$ cat config.mk
export PLATFORM = sky130hd
export DESIGN_NAME = aes_spi_master
export DESIGN_NICKNAME = d
export VERILOG_FILES = /design/src/rtl/aes_spi_pkg.sv /design/src/rtl/aes_spi_shifter.sv /design/src/rtl/aes_spi_master.sv
export SDC_FILE = /design/constraint.sdc
export NUM_CORES = 1
export LEC_CHECK = 0
export CORE_UTILIZATION = 25
export CTS_CLUSTER_SIZE = 10
export DETAILED_ROUTE_END_ITERATION = 10
export SETUP_SLACK_MARGIN = 0.2
export SLEW_MARGIN = 20
export SYNTH_ARGS = -nofsm -noshare
export SYNTH_HDL_FRONTEND = slang
export SYNTH_SLANG_ARGS = --single-unit
$ cat constraint.sdc
create_clock -name clk -period 2.28 [get_ports clk]
set_input_delay 0.342 -clock clk [delete_from_list [all_inputs] [get_ports clk]]
set_output_delay 0.342 -clock clk [all_outputs]
set_load 0.05 [all_outputs]
$ cat src/rtl/aes_spi_pkg.sv
// Shared types and constants for the AES core serial front end.
// No logic; sizes and FSM encoding only.
package aes_spi_pkg;
    localparam int BLOCK_BITS      = 128;
    localparam int DEFAULT_TIMEOUT = 64;
    localparam int CNT_BITS        = 9;

    typedef enum logic [2:0] {
        S_IDLE,
        S_SETUP_TX,
        S_TX_DATA,
        S_TX_KEY,
        S_WAIT,
        S_SETUP_RX,
        S_RX,
        S_HOLD
    } spi_state_t;
endpackage

$ cat src/rtl/aes_spi_shifter.sv
// LSB-first shift register: parallel load, serial in at the MSB, serial out at bit 0.
// Latency: one cycle per shift; load wins over shift.
// Backpressure: none, the owner decides when to load or shift.
module aes_spi_shifter #(
    parameter int W = 128
) (
    input  logic         clk,
    input  logic         rst_n,
    input  logic         load_i,
    input  logic [W-1:0] load_dat_i,
    input  logic         shift_i,
    input  logic         ser_i,
    output logic         ser_o,
    output logic [W-1:0] par_o
);
    logic [W-1:0] sh_q, sh_d;

    always_comb begin
        sh_d = sh_q;
        if (load_i) begin
            sh_d = load_dat_i;
        end else if (shift_i) begin
            sh_d = {ser_i, sh_q[W-1:1]};
        end
    end

    always_ff @(posedge clk or negedge rst_n) begin
        if (!rst_n) begin
            sh_q <= '0;
        end else begin
            sh_q <= sh_d;
        end
    end

    assign ser_o = sh_q[0];
    assign par_o = sh_q;
endmodule

$ cat src/rtl/aes_spi_master.sv
// Parallel-to-serial front end for one AES Encrypt/Decrypt core (cs/miso/mosi/finished).
// Latency: 1 + 128 + KEY_BITS + W + 1 + 128 cycles from accept to out_valid (W = 1..TIMEOUT).
// Backpressure: in_ready only in IDLE; result held in HOLD until out_ready.
module aes_spi_master
    import aes_spi_pkg::*;
#(
    parameter int NK      = 8,
    parameter int TIMEOUT = DEFAULT_TIMEOUT
) (
    input  logic                  clk,
    input  logic                  rst,
    input  logic                  in_valid,
    output logic                  in_ready,
    input  logic [BLOCK_BITS-1:0] in_data,
    input  logic [32*NK-1:0]      in_key,
    output logic                  out_valid,
    input  logic                  out_ready,
    output logic [BLOCK_BITS-1:0] out_data,
    output logic                  out_err,
    output logic                  busy,
    output logic                  core_cs,
    output logic                  core_miso,
    input  logic                  core_mosi,
    input  logic                  core_finished
);
    localparam int KEY_BITS = 32 * NK;
    localparam int TX_BITS  = BLOCK_BITS + KEY_BITS;
    localparam int WCW      = (TIMEOUT > 1) ? $clog2(TIMEOUT) : 1;

    spi_state_t            state_q, state_d;
    logic [CNT_BITS-1:0]   bit_cnt_q, bit_cnt_d;
    logic [WCW-1:0]        wait_cnt_q, wait_cnt_d;
    logic                  err_q, err_d;
    logic                  accept, tx_shift, rx_shift, tx_ser;
    logic                  unused_rx_ser;
    logic [TX_BITS-1:0]    unused_tx_par;
    logic [BLOCK_BITS-1:0] rx_par;

    assign accept   = in_valid && (state_q == S_IDLE);
    assign tx_shift = (state_q == S_TX_DATA) || (state_q == S_TX_KEY);
    assign rx_shift = (state_q == S_RX);

    always_ff @(posedge clk or negedge rst) begin
        if (!rst) begin
            state_q <= S_IDLE;
        end else begin
            state_q <= state_d;
        end
    end

    always_comb begin
        state_d = state_q;
        case (state_q)
            S_IDLE:     if (in_valid) state_d = S_SETUP_TX;
            S_SETUP_TX: state_d = S_TX_DATA;
            S_TX_DATA:  if (bit_cnt_q == CNT_BITS'(BLOCK_BITS - 1)) state_d = S_TX_KEY;
            S_TX_KEY:   if (bit_cnt_q == CNT_BITS'(KEY_BITS - 1)) state_d = S_WAIT;
            S_WAIT:     if (core_finished || (wait_cnt_q == WCW'(TIMEOUT - 1))) state_d = S_SETUP_RX;
            S_SETUP_RX: state_d = S_RX;
            S_RX:       if (bit_cnt_q == CNT_BITS'(BLOCK_BITS - 1)) state_d = S_HOLD;
            S_HOLD:     if (out_ready) state_d = S_IDLE;
            default:    state_d = S_IDLE;
        endcase
    end

    always_comb begin
        core_cs   = 1'b0;
        core_miso = 1'b0;
        in_ready  = 1'b0;
        out_valid = 1'b0;
        busy      = 1'b1;
        case (state_q)
            S_IDLE: begin
                in_ready = 1'b1;
                busy     = 1'b0;
            end
            S_SETUP_TX, S_SETUP_RX, S_RX: core_cs = 1'b1;
            S_TX_DATA, S_TX_KEY: begin
                core_cs   = 1'b1;
                core_miso = tx_ser;
            end
            S_HOLD:  out_valid = 1'b1;
            default: ;
        endcase
    end

    // Counters restart on every state change; a finish on the last wait cycle is not an error.
    always_comb begin
        bit_cnt_d  = '0;
        wait_cnt_d = '0;
        err_d      = err_q;
        if (state_d == state_q) begin
            if (state_q inside {S_TX_DATA, S_TX_KEY, S_RX}) bit_cnt_d = bit_cnt_q + 1'b1;
            if (state_q == S_WAIT) wait_cnt_d = wait_cnt_q + 1'b1;
        end
        if ((state_q == S_WAIT) && (state_d == S_SETUP_RX) && !core_finished) err_d = 1'b1;
        if ((state_q == S_HOLD) && out_ready) err_d = 1'b0;
    end

    always_ff @(posedge clk or negedge rst) begin
        if (!rst) begin
            bit_cnt_q  <= '0;
            wait_cnt_q <= '0;
            err_q      <= 1'b0;
        end else begin
            bit_cnt_q  <= bit_cnt_d;
            wait_cnt_q <= wait_cnt_d;
            err_q      <= err_d;
        end
    end

    aes_spi_shifter #(.W(TX_BITS)) u_tx (
        .clk        (clk),
        .rst_n      (rst),
        .load_i     (accept),
        .load_dat_i ({in_key, in_data}),
        .shift_i    (tx_shift),
        .ser_i      (1'b0),
        .ser_o      (tx_ser),
        .par_o      (unused_tx_par)
    );

    aes_spi_shifter #(.W(BLOCK_BITS)) u_rx (
        .clk        (clk),
        .rst_n      (rst),
        .load_i     (1'b0),
        .load_dat_i ('0),
        .shift_i    (rx_shift),
        .ser_i      (core_mosi),
        .ser_o      (unused_rx_ser),
        .par_o      (rx_par)
    );

    assign out_data = rx_par;
    assign out_err  = err_q;
endmodule

After elaboration in Yosys (flattened, before gate mapping)
Index checks and enable logic that the tools add are counted.
- ROM bits: 0
- latch bits: 0
- logic and storage cells: 53
- bits of input ports: 390
- bits in registers: 531
- bits in writable memories: 0
- memories: 0
- output and inout bits: 134
- div/mod/pow operators: 0
- muxes and demuxes: 20
- eq/ne operators: 12
- add/subtract/negate cells: 2
- $mul: 0
- reduce and logical (&&, ||, !) cells: 13
- order comparisons: 0
- bitwise logic cells: 0
- shifts and indexed selects: 0
- operators by type and width (kind ; number):
    $mux W384 ; 2
    $pmux W3 S8 ; 1
    $mux W3 ; 6
    $mux W9 ; 2
    $eq A3 B3 Y1 const B ; 5
    $mux W6 ; 2
    $add A9 B1 Y9 const B ; 1
    $eq A9 B7 Y1 const B ; 1
    $eq A9 B8 Y1 const B ; 1
    $mux W1 ; 7
    $add A6 B1 Y6 const B ; 1
    $eq A3 B2 Y1 const B ; 2
    $eq A6 B6 Y1 const B ; 1
    $reduce_or A5 Y1 ; 1
    $logic_and A1 B1 Y1 ; 4
    $reduce_bool A2 Y1 ; 2
    $eq A3 B1 Y1 const B ; 1
    $eq A3 B3 Y1 ; 1
    $logic_not A3 Y1 ; 1
    $reduce_bool A3 Y1 ; 1
    $logic_or A1 B1 Y1 ; 2
    $reduce_or A2 Y1 ; 1
    $logic_not A1 Y1 ; 1

Longest topological paths before layout
- depth in word-level cells: 9
- depth in mapped cells: 7
- mapped depth without buffers: 7

Modules after synthesis
Synthesis repeated with hierarchy kept, for this count alone.
- cells, all modules: 2313
- area, all modules: 24887.6 µm²
- modules (own cells, without submodules) (module ; cells an instance ; instances ; area each (µm²) ; seq. area each (µm²)):
    aes_spi_shifter at u_tx ; 1665 ; 1 ; 18014.8 ; 9609.2
    aes_spi_shifter at u_rx ; 555 ; 1 ; 5954.5 ; 3203.1
    aes_spi_master ; 93 ; 1 ; 918.4 ; 475.5

Worst setup path after synthesis
Ideal clock, no wire load.
- path kind: reg2out
- start point: register state_q[2]
- end point: output core_cs
- arrival time: 1.692 ns
- stages on the path, launching flop included: 4
- required time: 1.938 ns
- setup slack: 0.246 ns
- path buffers: 1
- cell sequence: dfrtp_1 > clkbuf_1 > and3_1 > nor2_1
- cells in the longest elaborated chain, start to end: 3
- elaborated cells between the ends (all ways): 7
- those cells by class: eq/ne: 5; mux: 1; reduce/logical: 1
- RTL lines (what ; RTL line ; text):
    start, declared ; aes_spi_master.sv:30 ; spi_state_t state_q, state_d;
    start signal, assigned ; aes_spi_master.sv:47 ; state_q <= state_d;
    $eq A3 B3 Y1 (tied with other cells) ; aes_spi_master.sv:72 ; case (state_q)
    $reduce_or A5 Y1 (no line) * ; - ;
    $mux W1 * ; aes_spi_master.sv:72 ;
    end, declared ; aes_spi_master.sv:21 ; output logic core_cs,
Mark *: on every way between the ends. The rest lies on a longest branch, timed or not.

Worst setup path in the final report
- start point: register state_q[2]
- end point: output in_ready
- cells in the longest elaborated chain, start to end: 2
- RTL lines (what ; RTL line ; text):
    $logic_not A3 Y1 ; aes_spi_master.sv:72 ;
    $mux W1 ; aes_spi_master.sv:72 ;
    end, declared ; aes_spi_master.sv:13 ; output logic in_ready,
No other way between the ends.

==> metrics <==
status complete, no violations; share of cells above drive strength 1 12.2%; Clock Pin Slew Worst Setup and Hold Paths 0.06 ns; DRT Wirelength 62.5 mm; Syn-to-layout area delta 37.5%; Peak VDD IR 612 uV; number of port buffers 523; crit path capture type output port; Final Wtd Congestion 0.766; leading area contributor after synthesis dfrtp_1; Hold Crit Class primary input to flip-flop; all-layer global routing usage 13.2%; PnR worst setup slack 0.203 ns; sequential cell area fraction in the yosys report 57.2%; Via Count 16,600; cells after synthesis 2,035; CTS Buf Count 66; Max Fclk 481 MHz; synth top area cells dfrtp_1, mux2i_1, nand2_1; Mapped Nets 2,428; Worst path slowest cell dfrtp_2; per-cell routed wire length 16.3 microns; Worst Path Required 1.94 ns; die height 307 microns; Initial Util 25.3%; nets 2,959; fin crit period 2.08 ns; DP HPWL 44.7 mm; Worst Max-Slew Pin Slew 0.628 ns; DRC 0; final hold violations 0; crit path max fanout 7; drt pass-1 iters 5; gr ovfl total 0; fin crit share 91.1%; post-place setup slack 0.146 ns; setup TNS 0 ns; die area 94,100 sq um; core box area 91,800 sq um; clock skew 0.0308 ns; via-per-instance ratio 4.32; initial antenna violation count 6; Sequential Area 13,300 sq um; Placed Area 30,100 sq um; Max Cap Violations 0; area of the multi-input gates 9150 sq um; first-pass GRT wire length 98.5 mm; Root Buffer clkbuf_16; synth unique cells 34; fin util 34.8%; Final Max Slew Viols 0; Iteration-0 DRC Markers 835; RSZ-0062 raised after global routing true; cells along the critical path buf_6 -> or3_4 -> inv_2 -> buf_12; top-area cell type share of the netlist area 57.2%; layout filler cell count 9,244; design area 31,900 sq um; I/O pin total 524; Final setup viols 0; CTS Buffer Depth 3; Rows 111; H-Tree Level Count 3; Cell Area, Synth 23,200 sq um; CP Class flip-flop to output port; Pwr Density 668 nW/um^2; Slew HR 58.1%; Clk Latency, worst-skew pair 0.61 ns; CTS tree done; FF+latch count, synth 531; Final ANT Viol Nets 0; vias in the first global route 17,500; Avg Synthesized Cell Area 11.4 sq um; Yosys Warn Count 0; CP startpoint kind flip-flop; P_leak 15.2 nW; Die W 307 microns; worst reg2reg path depth 5; CTS sink cnt 531; hold-critical path depth 3; Critical Path Max Stage Delay 0.40 ns; WP data arrival 1.74 ns; largest net degree at the start of global routing 96
sequential cells by signal (all words and copies together) (netlist names):
signal and cells:
u_tx.par_o 384, u_rx.par_o 128, bit_cnt_q 9, wait_cnt_q 6, state_q 3, out_err 1
metrics by stage:
step	hold WS [ns]	total power, mW	cells
after global routing	0.260	22.3	3835
final	0.280	21.3	3836
after CTS	0.222	21.8	3833
after detailed placement	0.366	12.1	3734
after floorplan	0.0464	10.9	2035
after global placement	0.361	12.1	3734
cell type report:
cell class	count	area share (%)
sequential	531	41.7
multi-input combinational	1355	28.7
timing repair buffer	609	18.9
clock buffer	83	5.53
tap	1243	4.87
clock inverter	11	0.322
inverter	3	0.0353
antenna	1	0.00784
critical path: cells and delay by family (launching register included):
family	cells	cell delay (ns)
DFF	1	0.40
and+or+nand+nor	1	0.37
buffers and inverters	3	0.35
cells in the final DEF (no fill, tap or decap), types with 4 or more instances in the layout:
cell,synthesis,layout
clkbuf_1,31,12
dlygate4sd2_1,0,128
clkdlybuf4s50_1,0,388
o21ai_1,142,142
a22oi_1,4,4
dfrtp_1,531,528
clkbuf_8,0,5
mux2i_1,383,383
mux2_2,128,128
o21ai_0,248,248
clkinv_2,0,4
nand2_1,391,390
buf_4,33,64
clkbuf_16,0,66
buf_12,0,24
or3_1,5,4
nand3_1,5,5
nor2_1,9,8
a21oi_1,10,10
Yosys cell counts (all sizes together):
library cell / n
and2: 3
a31oi: 1
nor3: 1
nor2: 9
nor4bb: 1
mux2i: 383
or3: 5
and3: 2
ha: 3
dfrtp: 531
and4: 1
buf: 105
nand2b: 2
nor2b: 3
nor4b: 2
nand3: 5
xnor2: 3
nand2: 391
a21boi: 1
a21bo: 2
clkbuf: 41
a21oi: 10
nand4: 1
mux2: 128
o21ai: 390
xor2: 3
a22oi: 4
a32oi: 1
inv: 3
logic make-up (layout without fill, tap and decap cells):
family          Yosys count  after routing  share of synthesized area (%)
compound gates          409            409                           8.94
xor+xnor                  6              6                          0.226
fa+ha+maj                 3              3                          0.162
buf+inv                 149            706                           3.49
flops                   531            531                           57.2
mux                     511            511                           22.7
other cells               0              1                              0
simple gates            426            426                           7.21
what timing repair did:
action / 4_1_cts / 5_1_grt
endpoints found under the setup margin: 133 / 5
hold endpoints to repair: 36 / 0
gates resized for setup: 134 / 7
buffers inserted: 4 / 2
hold buffers: 1 / 0
power by group:
| group | switching (mW) | total (mW) | internal, mW |
|---|---|---|---|
| combinational | 0.747 | 1.71 | 0.964 |
| sequential | 0.289 | 10.2 | 9.91 |
| clock | 3.99 | 9.41 | 5.42 |
| total | 5.03 | 21.3 | 16.3 |
metal layers:
layer | global-route usage, % | share of wire, % | up-vias
met5 | 0 | 0.099 | -
met4 | 4.55 | 2.7 | 10
met3 | 4.55 | 7.4 | 101
met2 | 21.7 | 47 | 397
met1 | 16.2 | 43 | 7943
li1 | - | - | 8103
worst paths after layout:
path | startpoint | endpoint | slack [ns]
max in group asynchronous | rst | u_tx.par_o[257] | 1.14
min in group asynchronous | rst | u_rx.par_o[39] | 0.31
min reg2reg | bit_cnt_q[0] | bit_cnt_q[0] | 0.47
min | in_key[249] | u_tx.par_o[377] | 0.28
max | state_q[2] | in_ready | 0.20
max reg2reg | state_q[1] | u_tx.par_o[193] | 0.32
No activity file was read; power rests on OpenSTA's default activity.
